### config.mk
export PLATFORM = sky130hd
export DESIGN_NAME = mem_dump_tx
export DESIGN_NICKNAME = d
export VERILOG_FILES = /design/src/rtl/mem_dump_tx.sv
export SDC_FILE = /design/constraint.sdc
export NUM_CORES = 1
export LEC_CHECK = 0
export BUFFER_PORTS_ARGS = -buffer_cell sky130_fd_sc_hd__buf_2
export CAP_MARGIN = 20
export CORE_MARGIN = 2
export CORE_UTILIZATION = 48
export CTS_CLUSTER_DIAMETER = 120
export DETAILED_ROUTE_END_ITERATION = 10
export PLACE_DENSITY = 0.73
export REMOVE_ABC_BUFFERS = 1
export SETUP_SLACK_MARGIN = 0.2
export SLEW_MARGIN = 15
export SYNTH_ARGS = -nofsm -noshare
export SYNTH_HDL_FRONTEND = slang
export SYNTH_SLANG_ARGS = --single-unit
export TNS_END_PERCENT = 50
### constraint.sdc
create_clock -name clock -period 4.9 [get_ports clock]
set_input_delay 0.245 -clock clock [delete_from_list [all_inputs] [get_ports clock]]
set_output_delay 0.245 -clock clock [all_outputs]
set_load 0.03 [all_outputs]
### src/rtl/mem_dump_tx.sv
// Streams a block of 32-bit memory words out of a UART transmitter (8N1),
// little-endian byte order, with early abort and a completion pulse.
module mem_dump_tx #(
  parameter int CLKS_PER_BIT = 87,
  parameter int ADR_W        = 15
) (
  input  logic             clock,
  input  logic             reset,
  input  logic             start,
  input  logic [ADR_W-1:0] base_adr,
  input  logic [ADR_W-1:0] word_cnt,
  input  logic             abort,
  output logic             mem_rd_o,
  output logic [ADR_W-1:0] mem_adr_o,
  input  logic [31:0]      mem_dat_i,
  output logic             tx,
  output logic             busy,
  output logic             done
);

  localparam int CW = (CLKS_PER_BIT > 1) ? $clog2(CLKS_PER_BIT) : 1;
  localparam logic [CW-1:0] BIT_LAST = CW'(CLKS_PER_BIT - 1);

  typedef enum logic [2:0] {
    IDLE,
    READ,
    CAPTURE,
    START,
    DATA,
    STOP
  } state_e;

  state_e           state_q;
  logic [CW-1:0]    timer_q;
  logic [2:0]       bit_idx_q;
  logic [1:0]       byte_idx_q;
  logic [31:0]      word_q;
  logic [ADR_W-1:0] adr_q;
  logic [ADR_W-1:0] rem_q;
  logic             abort_q;
  logic             tx_q;
  logic             busy_q;
  logic             done_q;
  logic             rd_q;

  logic [7:0]       cur_byte_d;
  logic [ADR_W-1:0] adr_inc_d;
  logic [ADR_W-1:0] rem_dec_d;
  logic             bit_end_d;
  logic             abort_d;

  assign cur_byte_d = word_q[{byte_idx_q, 3'b000} +: 8];
  assign adr_inc_d  = adr_q + ADR_W'(1);
  assign rem_dec_d  = rem_q - ADR_W'(1);
  assign bit_end_d  = (timer_q == BIT_LAST);
  assign abort_d    = abort_q | abort;

  // Every output is a flop so tx and the strobes never glitch.
  always_ff @(posedge clock or negedge reset) begin
    if (!reset) begin
      state_q    <= IDLE;
      timer_q    <= '0;
      bit_idx_q  <= '0;
      byte_idx_q <= '0;
      word_q     <= '0;
      adr_q      <= '0;
      rem_q      <= '0;
      abort_q    <= 1'b0;
      tx_q       <= 1'b1;
      busy_q     <= 1'b0;
      done_q     <= 1'b0;
      rd_q       <= 1'b0;
    end else begin
      done_q <= 1'b0;
      rd_q   <= 1'b0;
      case (state_q)
        IDLE: begin
          abort_q <= 1'b0;
          if (start) begin
            if (word_cnt != '0) begin
              adr_q   <= base_adr;
              rem_q   <= word_cnt;
              rd_q    <= 1'b1;
              busy_q  <= 1'b1;
              state_q <= READ;
            end else begin
              done_q <= 1'b1;
            end
          end
        end
        READ: begin
          if (abort) begin
            busy_q  <= 1'b0;
            state_q <= IDLE;
          end else begin
            state_q <= CAPTURE;
          end
        end
        CAPTURE: begin
          if (abort) begin
            busy_q  <= 1'b0;
            state_q <= IDLE;
          end else begin
            word_q     <= mem_dat_i;
            byte_idx_q <= '0;
            timer_q    <= '0;
            tx_q       <= 1'b0;
            state_q    <= START;
          end
        end
        START: begin
          abort_q <= abort_d;
          if (bit_end_d) begin
            timer_q   <= '0;
            bit_idx_q <= '0;
            tx_q      <= cur_byte_d[0];
            state_q   <= DATA;
          end else begin
            timer_q <= timer_q + CW'(1);
          end
        end
        DATA: begin
          abort_q <= abort_d;
          if (bit_end_d) begin
            timer_q <= '0;
            if (bit_idx_q == 3'd7) begin
              tx_q    <= 1'b1;
              state_q <= STOP;
            end else begin
              bit_idx_q <= bit_idx_q + 3'd1;
              tx_q      <= cur_byte_d[bit_idx_q + 3'd1];
            end
          end else begin
            timer_q <= timer_q + CW'(1);
          end
        end
        STOP: begin
          abort_q <= abort_d;
          if (bit_end_d) begin
            timer_q <= '0;
            // An abort arriving on the very last stop cycle still suppresses done.
            if (abort_d) begin
              abort_q <= 1'b0;
              busy_q  <= 1'b0;
              state_q <= IDLE;
            end else if (byte_idx_q != 2'd3) begin
              byte_idx_q <= byte_idx_q + 2'd1;
              tx_q       <= 1'b0;
              state_q    <= START;
            end else begin
              adr_q <= adr_inc_d;
              rem_q <= rem_dec_d;
              if (rem_dec_d != '0) begin
                rd_q    <= 1'b1;
                state_q <= READ;
              end else begin
                done_q  <= 1'b1;
                busy_q  <= 1'b0;
                state_q <= IDLE;
              end
            end
          end else begin
            timer_q <= timer_q + CW'(1);
          end
        end
        default: begin
          busy_q  <= 1'b0;
          tx_q    <= 1'b1;
          state_q <= IDLE;
        end
      endcase
    end
  end

  assign tx        = tx_q;
  assign busy      = busy_q;
  assign done      = done_q;
  assign mem_rd_o  = rd_q;
  assign mem_adr_o = adr_q;

endmodule
# ---- Word level (Yosys, flattened, before mapping)
# Index checks and enable logic that the tools add are counted.
dict set report classes {
  add_sub_neg 5
  n_lt_le_gt_ge 1
  eq_ne 22
  shift 1
  mux 70
  n_bitwise 4
  reduce_logical 20
}
# cell n
set op_table {}
lappend op_table {{$mux W15} 10}
lappend op_table {{$pmux W15 S2} 2}
lappend op_table {{$shiftx A32 B6 Y8} 1}
lappend op_table {{$reduce_bool A15 Y1} 2}
lappend op_table {{$mux W1} 29}
lappend op_table {{$mux W3} 9}
lappend op_table {{$ne A2 B2 Y1 const B} 12}
lappend op_table {{$pmux W3 S6} 1}
lappend op_table {{$mux W2} 8}
lappend op_table {{$add A15 B1 Y15 const B} 1}
lappend op_table {{$sub A15 B1 Y15 const B} 1}
lappend op_table {{$mux W7} 2}
lappend op_table {{$pmux W7 S2} 1}
lappend op_table {{$reduce_and A7 Y1} 2}
lappend op_table {{$reduce_and A6 Y1} 2}
lappend op_table {{$eq A3 B3 Y1 const B} 3}
lappend op_table {{$reduce_bool A2 Y1} 4}
lappend op_table {{$add A7 B1 Y7 const B} 1}
lappend op_table {{$eq A7 B7 Y1 const B} 1}
lappend op_table {{$eq A3 B2 Y1 const B} 2}
lappend op_table {{$ne A3 B3 Y1 const B} 2}
lappend op_table {{$pmux W3 S2} 1}
lappend op_table {{$reduce_or A2 Y1} 3}
lappend op_table {{$pmux W1 S5} 1}
lappend op_table {{18 further kinds} 22}
dict set report word_totals {
  regBits 82
  inputBits 66
}

# ---- Longest topological paths before layout
dict set report logic_depth {
  depth_word 7
  mapped_depth 9
}

# ---- Least setup slack after synthesis
# OpenSTA, ideal clock, no wires.
dict set report synth_path {
  kind {reg-to-reg}
  start {reg rem_q[1]}
  end {reg rd_q (netlist: mem_rd_o)}
  setup_time_ns 0.122
  arrival_ns 2.167
  setup_slack_ns 2.612
  stages_incl_launch_ff 9
  synth_period_minus_slack_ns 2.288
  path_cell_list {dfrtp_1 > clkbuf_1 > inv_1 > ha_1 > clkbuf_1 > nor4_1 > o221ai_1 > or4_1 > a32o_1}
}
dict set report synth_between {
  elab_chain_cells 7
}
# element line_no
set synth_lines {}
lappend synth_lines {{start: declaration} 39} ;# logic [ADR_W-1:0] rem_q;
lappend synth_lines {{start signal: assignment} 82} ;# rem_q <= word_cnt;
lappend synth_lines {{start signal: assignment} 152} ;# rem_q <= rem_dec_d;
lappend synth_lines {{$sub A15 B1 Y15} 54} ;# assign rem_dec_d = rem_q - ADR_W'(1);
lappend synth_lines {{$reduce_bool A15 Y1} 153} ;# if (rem_dec_d != '0) begin
lappend synth_lines {{$mux W1} 153}
lappend synth_lines {{$mux W1} 146} ;# end else if (byte_idx_q != 2'd3) begin
lappend synth_lines {{$mux W1} 142} ;# if (abort_d) begin
lappend synth_lines {{$mux W1} 139} ;# if (bit_end_d) begin
lappend synth_lines {{$pmux W1 S2} 76} ;# case (state_q)
lappend synth_lines {{end signal: assignment} 75} ;# rd_q <= 1'b0;
lappend synth_lines {{end signal: assignment} 83} ;# rd_q <= 1'b1;
lappend synth_lines {{end signal: assignment} 154} ;# rd_q <= 1'b1;
lappend synth_lines {{end: declaration} 44} ;# logic rd_q;
# No other way between the ends.
# A chain may end at the register's enable or synchronous reset.

# ---- Worst setup path in the final report
dict set report layout_path {
  start {reg rem_q[0]}
  end {reg rd_q (netlist: mem_rd_o)}
}
# Same word-level chain as after synthesis.

==> key figures <==
Status
  – Status: finished clean

STA
  – Final Hold Vio Count: 0
  – Worst setup margin: 2150 ps
  – Final Setup Violations: 0
  – Worst clock skew: 13.9 ps
  – Slew headroom: 49.2%
  – Slew @ Worst Pin: 760 ps
  – Min Tclk post-route: 2750 ps
  – Period utilisation layout: 56.2%
  – Pins over their slew limit: 0
  – Maximum clock frequency: 363 MHz
  – RSZ-0062 raised after global routing: no
  – Total Neg Setup Slack: 0 ps

Pwr
  – Leak: 2.34 nW
  – Pwr per Cell Area: 533 nW/µm²
  – Maximum VDD drop: 0.251 mV

Routing
  – DRT antenna net count: 0
  – Vias: 4231
  – DRC Markers: 0
  – Routed WL: 11700 µm
  – Via/cell ratio: 5.96
  – First-pass DRT Iterations: 5
  – Routed len/inst: 16.5 µm
  – Initial drt markers: 281

Global routing
  – Total gr overflow: 0
  – Initial antenna violation count: 0
  – Number of global-route vias before repair: 4160
  – Pin count of the biggest net entering global routing: 49
  – Total GRT Usage: 22.3%
  – First-pass GRT wire length: 19900 µm

Critical path
  – Slowest cell on crit path: nor4b_1
  – Crit path arrival time: 3000 ps
  – Slowest cell delay on critical path: 560 ps
  – CP max FO: 14
  – Startpoint Class: flop
  – Crit. End Element: flop
  – Setup CP Type: reg -> reg
  – CP required: 5150 ps
  – Crit-path cells: inv_1 -> ha_1 -> nor4b_1 -> a41o_1 -> nand2_1 -> or4_1 -> a32o_1

Clock tree
  – Worst skew pair latency: 360 ps
  – Clk buf depth: 2
  – Max H-tree Level: 3
  – Root Buffer: clkbuf_8
  – Sink Count: 82
  – Cts bufs inserted: 9
  – PostCTS Resize Cnt: 0
  – CTS tree: yes
  – CTS clk-pin slew, worst paths: 90 ps

Floorplan
  – Die Y-Extent: 104 µm
  – Row count: 36
  – Placeable Area: 9770 µm²
  – Die width: 104 µm
  – Die area: 10900 µm²
  – Top-level I/O count: 85
  – Initial Util: 49.3%

Finish
  – Sequential cell area: 2050 µm²
  – Layout Nets: 646
  – Syn-to-layout area delta: 14.3%
  – Multi-input logic area: 2570 µm²
  – Layout cells sized above 1: 27.0%
  – Fillers: 902
  – Antenna Cells: 0

Logic synthesis
  – Mapped cell area: 4820 µm²
  – Number of cells produced by synthesis: 507
  – Most common cell in the netlist: dfrtp_1
  – Warnings from Yosys: 0
  – Post-synth top area cell: dfrtp_1
  – EDFF count, synth: 0
  – Async SR Flop Fraction: 100%
  – Largest cells by area after synthesis: dfrtp_1 42%, mux2_2 7.7%, o21ai_0 5.0%, mux4_2 4.2%, a21oi_1 4.0%
  – Synth unique cells: 59
  – Top-area cell type share of the netlist area: 42.0%
  – Post-synthesis register bit count: 82
  – Commonest cells in the netlist: 81 x dfrtp_1, 48 x o21ai_0, 43 x nor2_1, 39 x a21oi_1, 33 x mux2_2
  – Syn_area_per_cell: 9.51 µm²
  – Ys flop type: dfrtp_1
  – Fraction of the yosys area taken by sequential cells: 42.6%

Placement
  – Port Buffers: 84
  – DP Wirelength: 8240 µm
  – Final GP Congestion: 0.909
  – Pre-CTS WS: 2190 ps

Flow run
  – Number of max-cap violations: 0

Hold path
  – Hold Crit Class: in -> reg
==> final timing paths <==
path / start / endpoint / slack, ps / depth (start not counted)
setup / recovery: rem_q[0] / mem_rd_o / 2150 / 7
hold / removal: mem_dat_i[23] / word_q[23] / 110 / 2
setup reg to reg: rem_q[0] / mem_rd_o / 2150 / 7
hold reg to reg: timer_q[6] / timer_q[6] / 500 / 1
max in group asynchronous: reset / timer_q[1] / 3570 / 3
min in group asynchronous: reset / rem_q[13] / 370 / 2
==> power by group <==
part,total (mW),internal (mW),switching (mW)
sequential,1.28,0.964,0.316
clock,0.491,0.237,0.255
combinational,1.16,0.511,0.654
==> layer usage <==
layer  vias up  routed length [µm]  GRT usage (%)
met1      2055                5200           29.6
met4         0                 155           6.27
met5         -                   0              0
met2       118                5740           36.4
met3        16                 618           5.33
li1       2042                   -              -
==> worst max-delay path: cells and delay by family (launching register included) <==
family                     cells  cell delay, ps
and+or+nand+nor                3            1020
adders and majority gates      1             430
DFF                            1             480
AOI/OAI and AO/OA              2             580
buffers and inverters          1             130
==> layout make-up <==
class,count,area share (%)
Clock buffer,10,2.32
Inverter,12,0.817
Multi-Input combinational cell,375,46.6
Sequential cell,82,37.2
Timing Repair Buffer,92,8.81
Tap cell,133,3.02
Clock inverter,6,1.18
==> logic make-up after synthesis <==
kind of cell / count (synthesis) / share of synthesized area, %
flops: 82 / 42.6
mux: 46 / 12.7
fa+ha+maj: 8 / 2.08
simple gates: 171 / 19.0
compound gates: 150 / 19.3
buf+inv: 50 / 4.25
==> through the flow <==
| step | power, mW | utilization [%] | hold WS [ps] | std cells | cell area, µm² |
|---|---|---|---|---|---|
| floorplan | 2.07 | - | -50.6 | 469 | 4660 |
| global route | 3.15 | 56.4 | 99.5 | 710 | 5510 |
| global placement | 2.40 | 54.2 | 234 | 692 | 5300 |
| detailed placement | 2.45 | 54.2 | 230 | 692 | 5300 |
| finish | 2.94 | 56.4 | 109 | 710 | 5510 |
| CTS | 2.95 | 56.3 | 95.4 | 709 | 5510 |
==> cell usage in the layout, fill, tap and decap left out, types with 10 or more instances in the layout <==
| cell | n |
|---|---|
| buf_2 | 83 |
| a21oi_1 | 39 |
| mux2_2 | 33 |
| o31ai_1 | 13 |
| nand2_1 | 27 |
| inv_1 | 12 |
| nand3_1 | 18 |
| nand4_1 | 10 |
| dfrtp_1 | 81 |
| nor3_1 | 20 |
| o21ai_0 | 48 |
| nor2_1 | 43 |
==> registers in the layout (all words and copies together), names as in the netlist <==
signal and flops:
mem_rd_o 1, done 1, timer_q 7, byte_idx_q 2
tx 1, state_q 3, busy 1, bit_idx_q 3
abort_q 1, word_q 32, rem_q 15, mem_adr_o 15
==> repair_timing <==
item	in CTS	in global routing
setup buffers	0	0
hold endpoints to repair	34	0
endpoints found under the setup margin	0	0
hold buffers	1	0
No activity file was read; power rests on OpenSTA's default activity.
